<file path="src/rtl/restoring_divider_pkg.sv">
// Shared arithmetic-unit package (calc_pkg): divider FSM state encoding and
// the bit-counter width used by the restoring divider.
package calc_pkg;

    // Divider control states
    typedef enum logic [1:0] {
        IDLE = 2'd0,
        RUN  = 2'd1,
        DONE = 2'd2
    } div_state_e;

    // Default operand width and matching counter width
    localparam int DIV_N     = 4;
    localparam int DIV_CNT_W = $clog2(DIV_N);

    // Counter width for an n-bit divider; never narrower than one bit
    function automatic int cnt_width(input int n);
        return (n < 2) ? 1 : $clog2(n);
    endfunction

endpackage

</file>
<file path="src/rtl/restoring_divider_if.sv">
// Start/done handshake bundle between the calculator control FSM (master)
// and the restoring divider (slave).
interface restoring_divider_if #(parameter int N = 4);
    logic         start;
    logic [N-1:0] dividend;
    logic [N-1:0] divisor;
    logic         busy;
    logic         done;
    logic [N-1:0] quotient;
    logic [N-1:0] remainder;
    logic         div_by_zero;

    modport master (
        output start, dividend, divisor,
        input  busy, done, quotient, remainder, div_by_zero
    );

    modport slave (
        input  start, dividend, divisor,
        output busy, done, quotient, remainder, div_by_zero
    );
endinterface

</file>
<file path="src/rtl/restoring_divider_sub.sv">
// borrow_lookahead_sub: combinational a - b using propagate/generate borrow
// lookahead, the subtractive twin of the adder's carry-lookahead network.
module borrow_lookahead_sub #(parameter int N = 5) (
    input  logic [N-1:0] a,
    input  logic [N-1:0] b,
    output logic [N-1:0] diff,
    output logic         bout
);
    logic [N-1:0] gen_s;
    logic [N-1:0] prop_s;
    logic [N:0]   borrow_s;
    logic         prod_s;

    // A bit generates a borrow when it is 0 and the subtrahend bit is 1;
    // it passes an incoming borrow through when both bits are equal.
    assign gen_s  = ~a & b;
    assign prop_s = ~(a ^ b);

    // Flattened lookahead: borrow into bit i+1 is any generate at j<=i
    // propagated through every bit above it up to i.
    always_comb begin
        borrow_s = '0;
        prod_s   = 1'b0;
        for (int i = 0; i < N; i++) begin
            for (int j = 0; j <= i; j++) begin
                prod_s = gen_s[j];
                for (int k = j + 1; k <= i; k++) begin
                    prod_s = prod_s & prop_s[k];
                end
                borrow_s[i+1] = borrow_s[i+1] | prod_s;
            end
        end
    end

    assign diff = a ^ b ^ borrow_s[N-1:0];
    assign bout = borrow_s[N];
endmodule

</file>
<file path="src/rtl/restoring_divider.sv">
// restoring_divider: sequential N-bit restoring divider, one quotient bit per
// clock, start/done handshake. Define DIVIDER_SIGNED_EN for two's-complement
// operands (magnitude division plus sign fix-up at result load).
module restoring_divider
    import calc_pkg::*;
#(
    parameter int N = 4
) (
    input  logic                 clk,
    input  logic                 reset,
    restoring_divider_if.slave   bus
);
    localparam int             CW       = cnt_width(N);
    localparam logic [CW-1:0]  LAST_CNT = CW'(N - 1);
    localparam logic [CW-1:0]  CNT_ONE  = CW'(1);
    localparam logic [N-1:0]   ONE_N    = {{(N-1){1'b0}}, 1'b1};

    div_state_e    state_q;
    logic [N:0]    rem_q;
    logic [N-1:0]  quo_q;
    logic [N-1:0]  divisor_q;
    logic [CW-1:0] cnt_q;
    logic          neg_quo_q;
    logic          neg_rem_q;
    logic          busy_q;
    logic          done_q;
    logic          dbz_q;
    logic [N-1:0]  quotient_q;
    logic [N-1:0]  remainder_q;

    logic [N:0]    shifted_s;
    logic [N:0]    diff_s;
    logic          bout_s;
    logic [N:0]    rem_d;
    logic [N-1:0]  quo_d;
    logic [N-1:0]  dividend_mag_s;
    logic [N-1:0]  divisor_mag_s;
    logic          neg_quo_s;
    logic          neg_rem_s;
    logic [N-1:0]  quotient_d;
    logic [N-1:0]  remainder_d;

    // Trial subtraction of the divisor from the shifted partial remainder
    assign shifted_s = {rem_q[N-1:0], quo_q[N-1]};

    borrow_lookahead_sub #(.N(N + 1)) u_sub (
        .a    (shifted_s),
        .b    ({1'b0, divisor_q}),
        .diff (diff_s),
        .bout (bout_s)
    );

    // Restore on borrow, otherwise keep the difference and shift in a 1
    always_comb begin
        rem_d = shifted_s;
        quo_d = {quo_q[N-2:0], 1'b0};
        if (!bout_s) begin
            rem_d = diff_s;
            quo_d = {quo_q[N-2:0], 1'b1};
        end else begin
            rem_d = shifted_s;
            quo_d = {quo_q[N-2:0], 1'b0};
        end
    end

`ifdef DIVIDER_SIGNED_EN
    // Operand magnitudes and result signs for two's-complement division
    always_comb begin
        dividend_mag_s = bus.dividend;
        divisor_mag_s  = bus.divisor;
        if (bus.dividend[N-1]) begin
            dividend_mag_s = ~bus.dividend + ONE_N;
        end else begin
            dividend_mag_s = bus.dividend;
        end
        if (bus.divisor[N-1]) begin
            divisor_mag_s = ~bus.divisor + ONE_N;
        end else begin
            divisor_mag_s = bus.divisor;
        end
        neg_quo_s = bus.dividend[N-1] ^ bus.divisor[N-1];
        neg_rem_s = bus.dividend[N-1];
    end
`else
    // Unsigned operands pass straight through with no sign fix-up
    always_comb begin
        dividend_mag_s = bus.dividend;
        divisor_mag_s  = bus.divisor;
        neg_quo_s      = 1'b0;
        neg_rem_s      = 1'b0;
    end
`endif

    // Final-iteration results with sign fix-up applied as they are loaded
    always_comb begin
        quotient_d  = quo_d;
        remainder_d = rem_d[N-1:0];
        if (neg_quo_q) begin
            quotient_d = ~quo_d + ONE_N;
        end else begin
            quotient_d = quo_d;
        end
        if (neg_rem_q) begin
            remainder_d = ~rem_d[N-1:0] + ONE_N;
        end else begin
            remainder_d = rem_d[N-1:0];
        end
    end

    // Control FSM, iteration registers and registered handshake/results
    always_ff @(posedge clk) begin
        if (reset) begin
            state_q     <= IDLE;
            rem_q       <= '0;
            quo_q       <= '0;
            divisor_q   <= '0;
            cnt_q       <= '0;
            neg_quo_q   <= 1'b0;
            neg_rem_q   <= 1'b0;
            busy_q      <= 1'b0;
            done_q      <= 1'b0;
            dbz_q       <= 1'b0;
            quotient_q  <= '0;
            remainder_q <= '0;
        end else begin
            case (state_q)
                IDLE, DONE: begin
                    if (bus.start) begin
                        divisor_q <= divisor_mag_s;
                        quo_q     <= dividend_mag_s;
                        rem_q     <= '0;
                        cnt_q     <= '0;
                        neg_quo_q <= neg_quo_s;
                        neg_rem_q <= neg_rem_s;
                        if (bus.divisor == '0) begin
                            // No iteration: results are defined directly
                            state_q     <= DONE;
                            busy_q      <= 1'b0;
                            done_q      <= 1'b1;
                            dbz_q       <= 1'b1;
                            quotient_q  <= '1;
                            remainder_q <= bus.dividend;
                        end else begin
                            state_q <= RUN;
                            busy_q  <= 1'b1;
                            done_q  <= 1'b0;
                        end
                    end else begin
                        state_q <= IDLE;
                        busy_q  <= 1'b0;
                        done_q  <= 1'b0;
                    end
                end
                RUN: begin
                    rem_q <= rem_d;
                    quo_q <= quo_d;
                    cnt_q <= cnt_q + CNT_ONE;
                    if (cnt_q == LAST_CNT) begin
                        state_q     <= DONE;
                        busy_q      <= 1'b0;
                        done_q      <= 1'b1;
                        dbz_q       <= 1'b0;
                        quotient_q  <= quotient_d;
                        remainder_q <= remainder_d;
                    end else begin
                        state_q <= RUN;
                        busy_q  <= 1'b1;
                        done_q  <= 1'b0;
                    end
                end
                default: begin
                    state_q <= IDLE;
                    busy_q  <= 1'b0;
                    done_q  <= 1'b0;
                end
            endcase
        end
    end

    assign bus.busy        = busy_q;
    assign bus.done        = done_q;
    assign bus.quotient    = quotient_q;
    assign bus.remainder   = remainder_q;
    assign bus.div_by_zero = dbz_q;
endmodule
</file>
<file path="src/flat_wrapper.sv">
// flat-port wrapper written by rule: the top's interface ports become plain ports
module restoring_divider_flat import calc_pkg::*;
#(
    parameter int N = 4
)
  (clk, reset, bus_start, bus_dividend, bus_divisor, bus_busy, bus_done, bus_quotient, bus_remainder, bus_div_by_zero);
  restoring_divider_if #(.N(N)) bus_i ();
  input  logic clk;
  input  logic reset;
  input wire logic [$bits(bus_i.start)-1:0] bus_start;
  input wire logic [$bits(bus_i.dividend)-1:0] bus_dividend;
  input wire logic [$bits(bus_i.divisor)-1:0] bus_divisor;
  output wire logic [$bits(bus_i.busy)-1:0] bus_busy;
  output wire logic [$bits(bus_i.done)-1:0] bus_done;
  output wire logic [$bits(bus_i.quotient)-1:0] bus_quotient;
  output wire logic [$bits(bus_i.remainder)-1:0] bus_remainder;
  output wire logic [$bits(bus_i.div_by_zero)-1:0] bus_div_by_zero;
  assign bus_i.start = bus_start;
  assign bus_i.dividend = bus_dividend;
  assign bus_i.divisor = bus_divisor;
  assign bus_busy = bus_i.busy;
  assign bus_done = bus_i.done;
  assign bus_quotient = bus_i.quotient;
  assign bus_remainder = bus_i.remainder;
  assign bus_div_by_zero = bus_i.div_by_zero;
  restoring_divider #(.N(N)) u_core (.clk(clk), .reset(reset), .bus(bus_i));
endmodule
</file>
<file path="config.mk">
export PLATFORM = sky130hd
export DESIGN_NAME = restoring_divider_flat
export DESIGN_NICKNAME = d
export VERILOG_FILES = /design/src/rtl/restoring_divider_pkg.sv /design/src/rtl/restoring_divider_if.sv /design/src/rtl/restoring_divider_sub.sv /design/src/rtl/restoring_divider.sv /design/src/flat_wrapper.sv
export SDC_FILE = /design/constraint.sdc
export NUM_CORES = 1
export LEC_CHECK = 0
export ABC_AREA = 1
export CORE_MARGIN = 2
export CORE_UTILIZATION = 34
export CTS_BUF_LIST = sky130_fd_sc_hd__clkbuf_8
export CTS_CLUSTER_DIAMETER = 80
export DETAILED_ROUTE_END_ITERATION = 10
export DONT_BUFFER_PORTS = 1
export PLACE_DENSITY_LB_ADDON = 0.08
export SLEW_MARGIN = 25
export SYNTH_ARGS = -nofsm -noshare
export SYNTH_HDL_FRONTEND = slang
export SYNTH_HIERARCHICAL = 1
export SYNTH_SLANG_ARGS = --single-unit
</file>
<file path="constraint.sdc">
create_clock -name clk -period 2.28 [get_ports clk]
set_clock_uncertainty 0.1 [all_clocks]
set_input_delay 0.342 -clock clk [delete_from_list [all_inputs] [get_ports clk]]
set_output_delay 0.342 -clock clk [all_outputs]
set_load 0.01 [all_outputs]
</file>
Word-level counts from Yosys, hierarchy flattened
Cells that the tools add are included.
{"block": "totals", "inputBits": 11, "wordCells": 78, "register_bits": 27}
{"block": "classes", "n_mux": 32, "n_reduce_logical": 7, "addsub": 1, "bitwise": 22, "eq_ne": 6}
{"cell": "$mux 4", "count": 9}
{"cell": "$pmux 4 s2", "count": 4}
{"cell": "$and 1x1->1", "count": 10}
{"cell": "$mux 1", "count": 10}
{"cell": "$not 5->5", "count": 2}
{"cell": "$mux 2", "count": 4}
{"cell": "$pmux 2 s2", "count": 2}
{"cell": "$or 1x1->1", "count": 7}
{"cell": "$pmux 1 s2", "count": 3}
{"cell": "$and 5x4->5", "count": 1}
{"cell": "$xor 5x4->5", "count": 1}
{"cell": "$eq 2x2->1 const B", "count": 2}
{"cell": "$logic_not 4->1", "count": 1}
{"cell": "$ne 2x1->1 const B", "count": 2}
{"cell": "$reduce_and 2->1", "count": 2}
{"cell": "$reduce_and 4->1", "count": 1}
{"cell": "$xor 4x4->4", "count": 1}
{"cell": "$add 2x1->2 const B", "count": 1}
{"cell": "$eq 2x1->1 const B", "count": 1}
{"cell": "$logic_not 2->1", "count": 1}
{"cell": "$ne 2x2->1 const B", "count": 1}
{"cell": "$reduce_bool 2->1", "count": 1}
{"cell": "$reduce_or 2->1", "count": 1}

Logic depth before layout (Yosys ltp)
{"block": "depth", "depth_word": 13, "mapped_depth": 14, "depth_no_buf": 14}

By module
The synthesis kept the hierarchy.
{"module": "restoring_divider", "area_each_um2": 1103.6, "instances": 1, "cells_per_inst": 171, "seq_area_each_um2": 500.5}
{"module": "borrow_lookahead_sub", "area_each_um2": 222.7, "instances": 1, "cells_per_inst": 32, "seq_area_each_um2": 0.0}

Worst setup path before layout
OpenSTA, ideal clock, no wires.
{"block": "synth_timing", "path_kind": "reg2reg", "startpoint": "register u_core.rem_q[0]", "endpoint": "register u_core.remainder_q[3] (netlist: u_core/bus.remainder[3])", "period_less_slack_ns": 1.803, "t_arrival_ns": 1.639, "t_required_ns": 2.116, "setup_slack_ns": 0.477, "path_stages_with_launch": 15, "path_cell_list": "dfxtp_1 > inv_1 > ha_1 > ha_1 > nand3_1 > nand4_1 > nand2_1 > nand2_1 > inv_1 > nand2_1 > nand2_1 > nand2_1 > nand2_1 > nor2_1 > nor2_1"}
{"block": "synth_via", "elab_chain_len": 13}
{"element": "from (decl)", "line_no": "restoring_divider.sv:19", "source": "logic [N:0] rem_q;"}
{"element": "from (signal assigned)", "line_no": "restoring_divider.sv:155", "source": "rem_q <= rem_d;"}
{"element": "$xor 5x4->5", "line_no": "restoring_divider_sub.sv:35", "source": "assign diff = a ^ b ^ borrow_s[N-1:0];"}
{"element": "$not 5->5", "line_no": "restoring_divider_sub.sv:17", "source": "assign prop_s = ~(a ^ b);"}
{"element": "$and 1x1->1 (4 in a row)", "line_no": "restoring_divider_sub.sv:28", "source": "prod_s = prod_s & prop_s[k];"}
{"element": "$or 1x1->1 (*) (4 in a row)", "line_no": "restoring_divider_sub.sv:30", "source": "borrow_s[i+1] = borrow_s[i+1] | prod_s;"}
{"element": "net u_core.bout_s", "line_no": "restoring_divider.sv:33", "source": "logic bout_s;"}
{"element": "$mux 4 (*)", "line_no": "restoring_divider.sv:57", "source": "if (!bout_s) begin"}
{"element": "$mux 4 (*)", "line_no": "restoring_divider.sv:158", "source": "if (cnt_q == LAST_CNT) begin"}
{"element": "$pmux 4 s2 (*)", "line_no": "restoring_divider.sv:126", "source": "case (state_q)"}
{"element": "to (signal assigned)", "line_no": "restoring_divider.sv:142", "source": "remainder_q <= bus.dividend;"}
{"element": "to (signal assigned)", "line_no": "restoring_divider.sv:164", "source": "remainder_q <= remainder_d;"}
{"element": "to (decl)", "line_no": "restoring_divider.sv:29", "source": "logic [N-1:0] remainder_q;"}
Mark *: on every way through the listed nets, which the timed path passes. The rest lies on a longest branch. The select of a mux whose other input is x is not followed.
A chain may end at the register's enable or synchronous reset.

Worst setup path after layout
{"block": "layout_timing", "startpoint": "register u_core.rem_q[0]", "endpoint": "register u_core.remainder_q[1] (netlist: u_core/bus.remainder[1])"}
The elaborated chain is that of the path after synthesis.

==> flow_summary.toml <==
[run_status]
outcome = "finished, final reports clean"

[floorplan]
start_util_pct = 35.6
coreArea_sq_um = 3660
die-area_sq_um = 4340
io_pins = 22
fp.dieH_microns = 65.9
num_rows = 22
fp.dieW_microns = 65.9

[cts]
cts-hold-fix-buffers = 0
htree_levels = 1
cts_sinks = 25
clkTransAtPathRegs_ns = 0.09
cts_tree = "yes"
cts_setup_buffers = 0
clk-insertion-delay-late_ns = 0.26
cts.repair.resized = 0
cts_made_buffers = 3
cts.path.max_buffers = 2
cts_root_buf = "clkbuf_8"

[critical_path]
cpMostUsedCell = "nand2_1"
cpPeakStageDelay_ns = 0.36
crit_path_start_kind = "flip-flop"
r2r-start = "u_core/rem_q[0]"
crit_type = "flip-flop to flip-flop"
cp_max_fo = 7
endpoint_kind = "flip-flop"
crit_buf_inv = 2
worstPathArrival_ns = 2.16
reg2reg_slack_ns = 0.23
critPathTopFamily = "simple AND/OR/NAND/NOR gates"
required_ns = 2.39
worst_path_max_delay_cell = "dfxtp_1"
r2r-end = "u_core/bus.remainder[1]"
r2r_cells = 14
crit_chain = "inv_1 -> ha_1 -> ha_1 -> nand3_1 -> nand4_1 -> nand2_1 -> nand2_1 -> inv_1 -> nand2_1 -> nand2_1 -> nand2_1 -> nand2_1 -> nor2_1 -> nor2_1"

[cells_and_area]
areaGrowthSynthToFinish_pct = 7.59
nNetsFinal = 221
drive_gt1_share_pct = 5.47
fin_cells = 249
fillCellCount = 412
antenna_cells = 0
seq_area_sq_um = 500
fin_util_pct = 38.3
multiInputGateArea_sq_um = 659

[placement]
gp_congestion = 0.779
dp_hpwl_microns = 2310
dp_cells = 245
numPortBuffers = 0

[synthesis]
avgSynthCellArea_sq_um = 6.55
mappedNetlistNets = 218
synthCells = 199
synth_area_sq_um = 1300
ys_warn_count = 6

[sta]
setup_viol = 0
period_share_pct = 89.8
period_minus_slack_ns = 2.05
tns_ns = 0
grt_setup_unrepaired = "no"
holdWs_ns = 0.0331
final_max_slew_viol_count = 0
hold_violations = 0
timing.fmax_ghz = 0.488

[run]
maxCapViolCount = 0

[drt]
drc = 0
num_vias = 1147
via_per_inst = 4.61
ant_nets = 0
first_iter_violations = 38
drtPass1Iterations = 5
wl_per_cell_microns = 11.9
wirelength_microns = 2970

[power]
leakagePower_uw = 0.000722
power_density_nw_per_um2 = 664
ir_drop_mv = 0.293

[global_route]
grt_pass1_wl_microns = 5170
grt_pass1_vias = 1184
overflow = 0
antenna_found_initial = 0
grt_max_degree = 15
track_usage_pct = 15.5

[min_path]
holdPathStages = 1
min-delay-start = "reset"
hold_class = "input port to flip-flop"
hold_end = "u_core/cnt_q[1]"
==> how the worst max path moves through the flow <==
| stage | startpoint | to | slack (ns) | cells past startpoint |
|---|---|---|---|---|
| after floorplan | u_core/rem_q[0] | u_core/bus.remainder[3] | 0.50 | 14 |
| after global placement | u_core/rem_q[0] | u_core/bus.remainder[1] | 0.32 | 14 |
| after detailed placement | u_core/rem_q[0] | u_core/bus.remainder[1] | 0.27 | 14 |
| after CTS | u_core/rem_q[0] | u_core/bus.remainder[1] | 0.25 | 14 |
| after global routing | u_core/rem_q[0] | u_core/bus.remainder[1] | 0.05 | 14 |
| final | u_core/rem_q[0] | u_core/bus.remainder[1] | 0.23 | 14 |
==> where the power goes <==
group          internal [uW]  switching (uW)
clock                    122             141
combinational           63.9             111
sequential               465            27.6
==> worst reg2reg max path, cell delays in order (launching register included) <==
cell,delay [ns]
dfxtp_1,0.36
inv_1,0.08
ha_1,0.29
ha_1,0.19
nand3_1,0.08
nand4_1,0.09
nand2_1,0.07
nand2_1,0.14
inv_1,0.15
nand2_1,0.06
nand2_1,0.06
nand2_1,0.07
nand2_1,0.10
nor2_1,0.05
nor2_1,0.10
==> metrics by stage <==
stage / power (uW) / instance area (sq um) / setup WS (ns)
2_1_floorplan: 640 / 1300 / 0.500
3_3_place_gp: 678 / 1360 / 0.325
3_5_place_dp: 678 / 1360 / 0.266
4_1_cts: 943 / 1400 / 0.252
5_1_grt: 996 / 1400 / 0.0505
6_report: 931 / 1400 / 0.232
==> per-layer routing <==
metal  vias up  share of wire (%)  track usage, %
li1        607                  -               -
met1       517                 46            18.6
met2        21                 48            27.7
met3         2                5.7            3.75
met4         0               0.64            3.91
met5         -                  0               0
==> cells in the final DEF, fill, tap and decap left out, types with 2 or more instances in the layout <==
cell       n
dfxtp_1   25
nand3_1    8
nand4_1    3
nor2_1    29
clkbuf_8   3
nor2_2     2
nand2_1   63
a21oi_1    9
xnor2_1    2
ha_1       7
inv_2      2
o21ai_0    9
inv_1     32
==> final cells by class <==
class	count	share of cell area, %
multi-input combinational	137	47.1
sequential	25	35.7
inverter	35	9.64
tap	48	4.29
clock buffer	3	2.95
clock inverter	1	0.357
==> state kept, by name, indices dropped and copies added, names as in the netlist <==
signal / count
u_core/cnt_q: 2
u_core/rem_q: 4
u_core/bus.div_by_zero: 1
u_core/quo_q: 4
u_core/bus.quotient: 4
u_core/state_q: 1
u_core/bus.done: 1
u_core/bus.remainder: 4
u_core/divisor_q: 4
Note: power is estimated with default switching activity, not from simulation.
